File: src/rtl/vc_test_src_arb_pkg.sv
// Shared types for the test-source round-robin arbiter.
// Holds the output-stage state encoding used by the top-level controller.
package vc_test_src_arb_pkg;

  typedef enum logic [1:0] {
    EMPTY   = 2'd0,
    FULL    = 2'd1,
    DRAINED = 2'd2
  } arb_state_t;

endpackage

File: src/rtl/vc_rr_arb_pick.sv
// Combinational circular priority pick: one-hot grant to the first set req bit at or after ptr.
// Zero latency; grant is all-zero when no request is present.
module vc_rr_arb_pick #(
  parameter int p_nreqs = 2
) (
  input  logic [p_nreqs-1:0]         req,
  input  logic [$clog2(p_nreqs)-1:0] ptr,
  output logic [p_nreqs-1:0]         grant
);

  localparam int PW = $clog2(p_nreqs);

  logic          found;
  logic [PW-1:0] idx;

  always_comb begin
    grant = '0;
    found = 1'b0;
    idx   = '0;
    for (int k = 0; k < p_nreqs; k++) begin
      idx = PW'((int'(ptr) + k) % p_nreqs);
      if (!found && req[idx]) begin
        grant[idx] = 1'b1;
        found      = 1'b1;
      end
    end
  end

endmodule

File: src/rtl/vc_test_src_rr_arb.sv
// Round-robin merge of p_nreqs test sources into one registered output slot (1-cycle latency).
// in_rdy is offered only to the granted source while the slot is empty or draining this cycle.
module vc_test_src_rr_arb
  import vc_test_src_arb_pkg::*;
#(
  parameter int p_msg_nbits = 32,
  parameter int p_nreqs     = 2
) (
  input  logic                           clk,
  input  logic                           reset,
  input  logic [p_nreqs-1:0]             in_val,
  output logic [p_nreqs-1:0]             in_rdy,
  input  logic [p_nreqs*p_msg_nbits-1:0] in_msg,
  input  logic [p_nreqs-1:0]             in_done,
  output logic                           out_val,
  input  logic                           out_rdy,
  output logic [p_msg_nbits-1:0]         out_msg,
  output logic [$clog2(p_nreqs)-1:0]     out_id,
  output logic                           done,
  output logic [31:0]                    num_msgs
);

  localparam int PW = $clog2(p_nreqs);

  arb_state_t             state, state_next;
  logic [PW-1:0]          ptr;
  logic [PW-1:0]          win_id;
  logic [p_msg_nbits-1:0] win_msg;
  logic [p_nreqs-1:0]     grant;
  logic                   can_accept;
  logic                   in_xfer;
  logic                   out_xfer;

  vc_rr_arb_pick #(
    .p_nreqs (p_nreqs)
  ) u_pick (
    .req   (in_val),
    .ptr   (ptr),
    .grant (grant)
  );

  assign out_val    = (state == FULL);
  assign out_xfer   = out_val && out_rdy;
  assign can_accept = !reset && ((state == EMPTY) || out_xfer);
  assign in_rdy     = can_accept ? grant : '0;
  assign in_xfer    = |(in_val & in_rdy);

  // Done is visible as soon as the slot is empty with every source finished, not only once DRAINED.
  assign done = !reset && ((state == DRAINED) ||
                           ((state == EMPTY) && (&in_done) && !in_xfer));

  always_comb begin
    win_id  = '0;
    win_msg = '0;
    for (int i = 0; i < p_nreqs; i++) begin
      if (grant[i]) begin
        win_id  = PW'(i);
        win_msg = in_msg[i*p_msg_nbits +: p_msg_nbits];
      end
    end
  end

  always_comb begin
    state_next = state;
    case (state)
      EMPTY: begin
        if (in_xfer)       state_next = FULL;
        else if (&in_done) state_next = DRAINED;
      end
      FULL: begin
        if (out_xfer && !in_xfer) state_next = EMPTY;
      end
      DRAINED: state_next = DRAINED;
      default: state_next = EMPTY;
    endcase
  end

  always_ff @(posedge clk) begin
    if (reset) state <= EMPTY;
    else       state <= state_next;
  end

  always_ff @(posedge clk) begin
    if (reset) begin
      ptr      <= '0;
      out_msg  <= '0;
      out_id   <= '0;
      num_msgs <= '0;
    end else begin
      if (in_xfer) begin
        out_msg <= win_msg;
        out_id  <= win_id;
        ptr     <= (win_id == PW'(p_nreqs - 1)) ? '0 : win_id + PW'(1);
      end
      if (out_xfer) num_msgs <= num_msgs + 32'd1;
    end
  end

endmodule

File: config.mk
export PLATFORM = sky130hd
export DESIGN_NAME = vc_test_src_rr_arb
export DESIGN_NICKNAME = d
export VERILOG_FILES = /design/src/rtl/vc_test_src_arb_pkg.sv /design/src/rtl/vc_rr_arb_pick.sv /design/src/rtl/vc_test_src_rr_arb.sv
export SDC_FILE = /design/constraint.sdc
export NUM_CORES = 1
export LEC_CHECK = 0
export ABC_AREA = 1
export CAP_MARGIN = 20
export CORE_AREA = 8 8 99 101
export DETAILED_ROUTE_END_ITERATION = 10
export DIE_AREA = 0 0 107 109
export PLACE_DENSITY = 0.8
export SLEW_MARGIN = 20
export SYNTH_ARGS = -nofsm -noshare
export SYNTH_HDL_FRONTEND = slang
export SYNTH_SLANG_ARGS = --single-unit
File: constraint.sdc
create_clock -name clk -period 1.9 [get_ports clk]
set_input_delay 0.38 -clock clk [delete_from_list [all_inputs] [get_ports clk]]
set_output_delay 0.38 -clock clk [all_outputs]
set_load 0.1 [all_outputs]
==> results of run 1 <==
==> area by class of cell <==
class	count	area, um^2	area share [%]
timing repair buffer	167	1903	33.55
multi-input combinational	350	1888	33.28
sequential	68	1400	24.68
clock buffer	15	186.4	3.286
inverter	40	155.1	2.735
tap	108	135.1	2.382
clock inverter	1	5.005	0.08822
==> metal layers <==
layer  wire [um]  vias to the layer above
li1            -                     1883
met3        1012                       16
met5           0                        -
met1        4207                     1739
met4         199                        0
met2        5493                      146
==> worst max-delay path by stage <==
stage / start / endpoint / slack [ns] / cells after the start
after global routing: state[0] / done / -0.11 / 7
final: state[0] / done / -0.06 / 7
after floorplan: state[0] / done / -0.49 / 6
after CTS: state[0] / done / -0.07 / 7
after detailed placement: out_rdy / out_msg[1] / -0.19 / 8
after global placement: out_rdy / in_rdy[1] / -0.10 / 6
==> registers in the layout, indices dropped and copies added (netlist names) <==
signal,cells
num_msgs,32
out_msg,32
state,2
out_id,1
ptr,1
==> cells by family (layout without fill, tap and decap cells) <==
kind of cell	count (synthesis)	count (layout)	share of synthesized area, %
and+or+nand+nor	244	244	32.33
xor gates and xnor gates	3	3	0.7446
DFF	68	68	38.57
AOI/OAI and AO/OA	102	102	19.57
buffers and inverters	59	223	8.437
adders and majority gates	1	1	0.3544
==> worst max-delay path, delay by kind of cell (launching register included) <==
family,cells,cell delay [ns]
and+or+nand+nor,4,0.46
buffers and inverters,2,0.34
AOI/OAI and AO/OA,1,0.08
DFF,1,0.35
==> cells in the final DEF (no fill, tap or decap), types with 3 or more instances in the layout <==
cell              n
dfxtp_1          43
inv_1            35
a31oi_1           3
xor2_1            3
inv_2             4
nand3_1          18
o21ai_0          15
a22o_1           25
a21oi_1          19
nand2_1          83
a21oi_2           5
nor2_2           30
nor3_1            3
nand2_2           7
buf_12           38
buf_4            58
a22o_2            7
o21ai_1          20
clkbuf_8         13
o21a_1            5
dfxtp_2          22
dfxtp_4           3
dlygate4sd2_1     4
clkdlybuf4s50_1  66
nor2_4            3
nor2_1           84
nand4_1           5
==> power groups by stage <==
| stage | Sequential, mW | Clock (mW) | Combinational, mW |
|---|---|---|---|
| 4_1_cts | 1.57 | 1.16 | 1.43 |
| 6_report | 1.57 | 1.15 | 1.43 |
| 3_3_place_gp | 1.59 | 0 | 1.39 |
| 5_1_grt | 1.58 | 1.22 | 1.49 |
| 2_1_floorplan | 2.17 | 0 | 0.444 |
| 3_5_place_dp | 1.60 | 0 | 1.42 |
==> repair_timing <==
| item | in CTS | in global routing |
|---|---|---|
| buffers inserted | 2 | 1 |
| resized for setup | 13 | 0 |
| setup endpoints to repair | 3 | 3 |
| pin swaps | 0 | 0 |
==> run_results.csv, run 1 <==
group,metric,value,unit
finish,final_area,0.005673,mm^2
grt,overflow,0,
cts,cts_inserted_buffers,9,
run_status,violations,"negative setup slack",
power_and_ir_drop,power.share.switching,37.99,%
timing,worstMarginPinSlew,0.3702,ns
setup_path,required,1.52,ns
power_and_ir_drop,leakagePower,2.290,nW
yosys,synth_nets,549,
floorplanning,fp.dieW,107,um
yosys,synth_enable_flop_cells,0,
setup_path,ff2ff_setup_slack,0.21,ns
yosys,ys_seq_area_share,38.57,%
cts,clock_path_buffers,2,
timing,clock_skew,0.01392,ns
yosys,synth_flop_cell,"dfxtp_1",
setup_path,cp_data_arrival_time,1.58,ns
timing,tns,-0.05554,ns
setup_path,path_max_fanout,4,
grt,use_met3,6.856,%
yosys,syn-cell-area,0.003530,mm^2
finish,area_growth,60.72,%
cts,cts_tree,"yes",
setup_path,crit_chain,"buf_6 > nand3_4 > a21oi_4 > nand2_4 > nand2_8 > nor4_4 > buf_12",
floorplanning,coreArea,0.008381,mm^2
finish,fin_cells,749,
finish,fin_util,67.69,%
power_and_ir_drop,clockPowerShare,27.8,%
power_and_ir_drop,power_frac_comb,34.4,%
setup_path,max_stage_delay,0.35,ns
grt,grt_pass1_wl,17970,um
drt,drcViolationCount,0,
grt,grt_use_total,18.84,%
hold_path,holdCritPathClass,"register to register",
yosys,synthArstFlopShare,0,%
timing,grt_setup_unrepaired,"yes",
grt,top_usage_layer,"met2",
drt,drtIter0Drc,108,
timing,min_period,1.956,ns
cts,cts-root-buf,"clkbuf_8",
placement,dp_cells,730,
cts,htreeDepth,3,
hold_path,hold_end,"out_msg[16]",
floorplanning,die_h,109,um
yosys,synthesis.instances,477,
placement,post-place-ws,-0.1866,ns
yosys,ys_top_cells_by_count,"nor2_1 (84), nand2_1 (83), dfxtp_1 (68), inv_1 (39), nor2_2 (30)",
setup_path,worstSetupStartpointType,"register",
run,max_cap_viol_count,0,
timing,max_freq,511.4,MHz
power_and_ir_drop,total_power,4.145,mW
yosys,syn_avg_cell_area,7.400,um^2
setup_path,path_class,"register to primary output",
yosys,yosys.area.top_type_share,38.57,%
drt,drt-pass1-iter-count,4,
yosys,synth_warnings,0,
finish,antennaDiodeCount,0,
power_and_ir_drop,powerDensity,730.7,mW/mm^2
power_and_ir_drop,p_int,2.570,mW
drt,viasPerCell,5.052,
yosys,yosysTopAreaCell,"dfxtp_1",
timing,setup-violations-final,1,
timing,hold_ws,0.4794,ns
placement,dp_hpwl,8586,um
drt,route.antenna.remaining_nets,0,
grt,grt_max_degree,45,
setup_path,crit_path_top_delay_cell,"dfxtp_4",
finish,finalNetCount,708,
grt,met1_usage,20.08,%
hold_path,whs_path_depth,2,
power_and_ir_drop,pwr-share-seq,37.8,%
floorplanning,initial_core_util,42.12,%
timing,period_share,102.9,%
drt,vias,3784,
placement,numPortBuffers,139,
floorplanning,rows,34,
grt,met2_usage,32.90,%
finish,drive_gt1_share,31.51,%
cts,clk_latency,0.34,ns
floorplanning,dieArea,0.01166,mm^2
placement,gp_congestion,0.9036,
power_and_ir_drop,p_switching,1.575,mW
cts,cts_sinks,68,
setup_path,reg2reg_to,"num_msgs[20]",
cts,ctsHoldBuffers,0,
yosys,synthTopCellsByArea,"dfxtp_1 (39%), nor2_1 (8.9%), nand2_1 (8.8%)",
floorplanning,ios,140,
timing,hold_viol_final,0,
yosys,ys_ff_latch,68,
cts,clk_pin_slew_worst_paths,0.07,ns
drt,routed_wl,10910,um
power_and_ir_drop,vdd_drop_max,568.6,uV
timing,finalMaxSlewViolations,0,
timing,setup_slack,-0.05554,ns
hold_path,hold_start,"out_msg[16]",
grt,grt_pass1_vias,3890,
yosys,yosysUniqueCellTypes,36,
setup_path,critPathCaptureType,"primary output",
timing,relSlewSlack,75.09,%
setup_path,worstReg2RegStart,"num_msgs[0]",
grt,antenna_found_initial,0,
finish,nFillCells,648,
setup_path,r2r_cells,8,
placement,place_area,0.005453,mm^2
yosys,yosysMostFrequentCell,"nor2_1",
run_status,status,"complete, but fails checks",
drt,wl_per_cell,14.57,um
No activity file was read; power rests on OpenSTA's default activity.
==> inputs of run 2 (changes only) <==
--- a/config.mk
+++ b/config.mk
@@ -5,13 +5,13 @@
 export SDC_FILE = /design/constraint.sdc
 export NUM_CORES = 1
 export LEC_CHECK = 0
-export ABC_AREA = 1
 export CAP_MARGIN = 20
-export CORE_AREA = 8 8 99 101
+export CORE_AREA = 8 8 96 98
 export DETAILED_ROUTE_END_ITERATION = 10
-export DIE_AREA = 0 0 107 109
-export PLACE_DENSITY = 0.8
-export SLEW_MARGIN = 20
+export DIE_AREA = 0 0 104 106
+export PLACE_DENSITY = 0.78
+export SLEW_MARGIN = 25
 export SYNTH_ARGS = -nofsm -noshare
 export SYNTH_HDL_FRONTEND = slang
 export SYNTH_SLANG_ARGS = --single-unit
+export TNS_END_PERCENT = 5
==> run_results.csv, run 2 <==
group,metric,value,unit
power_and_ir_drop,powerDensity,703.2,mW/mm^2
grt,overflow,0,
setup_path,crit_path_top_delay_cell,"nor4_4",
yosys,synthArstFlopShare,0,%
cts,clock_path_buffers,2,
timing,worstMarginPinSlew,0.3406,ns
cts,clk_latency,0.33,ns
setup_path,critPathCaptureType,"primary output",
grt,antenna_found_initial,0,
yosys,yosys.area.top_type_share,44.66,%
placement,place_area,0.005130,mm^2
yosys,synth_warnings,0,
cts,cts_inserted_buffers,9,
grt,grt_pass1_vias,3663,
timing,hold_ws,0.4971,ns
yosys,ys_top_cells_by_count,"dfxtp_1 (68), nor2_1 (45), nor3_1 (36), a221oi_1 (33), clkbuf_1 (25)",
cts,cts-root-buf,"clkbuf_8",
setup_path,worstSetupStartpointType,"input port",
timing,setup_slack,-0.001423,ns
yosys,synthTopCellsByArea,"dfxtp_1 (45%), a221oi_1 (9.5%), nor3_1 (5.9%)",
finish,finalNetCount,592,
finish,reg.largest.list,"num_msgs: 32 flops, out_msg: 32 flops, state: 2 flops",
drt,viasPerCell,5.437,
drt,drtIter0Drc,114,
yosys,synthesis.instances,354,
setup_path,worstReg2RegStart,"num_msgs[14]",
yosys,synth_enable_flop_cells,0,
cts,clk_pin_slew_worst_paths,0.07,ns
floorplanning,initial_core_util,38.85,%
yosys,yosysTopAreaCell,"dfxtp_1",
yosys,yosysUniqueCellTypes,40,
setup_path,required,1.52,ns
grt,grt_pass1_wl,17520,um
finish,area_growth,76.44,%
run,max_cap_viol_count,0,
yosys,synth_flop_cell,"dfxtp_1",
floorplanning,fp.dieW,104,um
yosys,ys_ff_latch,68,
timing,min_period,1.901,ns
timing,clock_skew,0.006528,ns
placement,post-place-ws,-0.3778,ns
placement,dp_hpwl,7990,um
timing,relSlewSlack,77.30,%
setup_path,crit_family,"simple AND/OR/NAND/NOR gates",
power_and_ir_drop,leakagePower,2.038,nW
finish,final_cell_mix,"buf_4 (71), clkdlybuf4s50_1 (66), dfxtp_1 (53)",
run_status,violations,"negative setup slack",
drt,route.antenna.remaining_nets,0,
timing,finalMaxSlewViolations,0,
finish,nFillCells,610,
run_status,status,"complete, but fails checks",
setup_path,path_class,"input port to primary output",
drt,drcViolationCount,0,
setup_path,crit_start,"out_rdy",
setup_path,cp_data_arrival_time,1.52,ns
finish,fin_util,68.55,%
floorplanning,coreArea,0.007845,mm^2
timing,period_share,100.1,%
cts,ctsHoldBuffers,0,
drt,vias,3425,
yosys,syn_avg_cell_area,8.610,um^2
finish,drive_gt1_share,31.43,%
floorplanning,rows,33,
timing,setup-violations-final,1,
floorplanning,ios,140,
yosys,syn-cell-area,0.003048,mm^2
drt,wl_per_cell,16.36,um
setup_path,max_stage_delay,0.26,ns
finish,mostFrequentLayoutCell,"buf_4",
timing,max_freq,525.9,MHz
yosys,yosysMostFrequentCell,"dfxtp_1",
cts,cts_sinks,68,
placement,gp_congestion,0.7976,
floorplanning,die_h,106,um
timing,grt_setup_unrepaired,"yes",
timing,hold_viol_final,0,
grt,grt_max_degree,70,
setup_path,worst-path-buf-inv,3,
hold_path,hold_start,"out_msg[2]",
drt,drt-pass1-iter-count,4,
floorplanning,dieArea,0.01102,mm^2
finish,final_area,0.005378,mm^2
placement,numPortBuffers,139,
drt,routed_wl,10310,um
finish,antennaDiodeCount,0,
cts,htreeDepth,3,
grt,grt_use_total,18.84,%
hold_path,holdCritPathClass,"register to register",
setup_path,path_max_fanout,4,
yosys,ys_seq_area_share,44.66,%
cts,cts_tree,"yes",
power_and_ir_drop,vdd_drop_max,529.8,uV
setup_path,crit_chain,"clkdlybuf4s15_1 > buf_6 > nand2b_4 > and3_4 > nor4_4 > buf_12",
yosys,synth_nets,426,
[run 2: cell count changes in the layout (fill, tap and decap cells not counted), sizes merged, moves of 18 or more]
cell    previous run  this run
nand2             93        12
o21ai             35         6
nor2             117        45
nor3               3        36
a221oi             0        33
a22o              32         0
buf               97       115
inv               40         5
[run 2: final timing paths]
check                                    end  slack (ns)  depth (start not counted)
worst min register to register    out_msg[2]        0.50                          2
worst max register to register  num_msgs[27]        0.03                          4
worst min-delay path              out_msg[2]        0.50                          2
worst max-delay path                    done      -0.001                          6
[run 2: final cells by class]
class / instances / area, um^2 / area share [%]
clock inverter: 2 / 35.03 / 0.6515
inverter: 5 / 18.77 / 0.3490
tap: 105 / 131.4 / 2.443
timing repair buffer: 184 / 2053 / 38.18
clock buffer: 14 / 142.6 / 2.652
multi-input combinational: 252 / 1614 / 30.01
sequential: 68 / 1383 / 25.71
[run 2: repair_timing]
item / in CTS / in global routing
pin swaps: 3 / 5
gates resized for setup: 13 / 9
endpoints found under the setup margin: 5 / 10
endpoints found under the hold margin: 0 / 0
setup buffers: 2 / 0
[run 2: cell families after synthesis]
logic type	synth area share [%]
and+or+nand+nor	29.02
xor gates and xnor gates	2.586
DFF	44.66
AOI/OAI and AO/OA	18.43
muxes	0.3694
buffers and inverters	4.516
adders and majority gates	0.4104
[run 2: where the power goes]
group	internal (mW)	switching, mW	leakage, nW
clock network	0.608	0.512	0.0887
registers	1.50	0.0420	0.563
logic	0.367	0.757	1.39
total	2.47	1.31	2.04
[run 2: layer usage]
layer / vias up / wire, um / GRT usage (%)
met3: 13 / 942 / 8.348
li1: 1669 / - / -
met5: - / 0 / 0
met4: 0 / 170 / 5.688
met1: 1617 / 4126 / 20.09
met2: 126 / 5071 / 32.95
[run 2: per-stage QoR]
step                      setup TNS [ns]  power, mW  cells
after floorplan                   -10.80      2.302    354
after detailed placement          -9.282      2.692    612
after global routing             -0.4272      3.925    630
after CTS                      -0.004745      3.810    630
final                          -0.001423      3.781    630
after global placement            -5.884      2.670    612
[run 2: worst reg2reg max path, cell delays in order (launching register included)]
cell and delay (ns):
dfxtp_2 0.35, nand4_4 0.16, or4_4 0.62, or4_4 0.51, a21oi_2 0.16
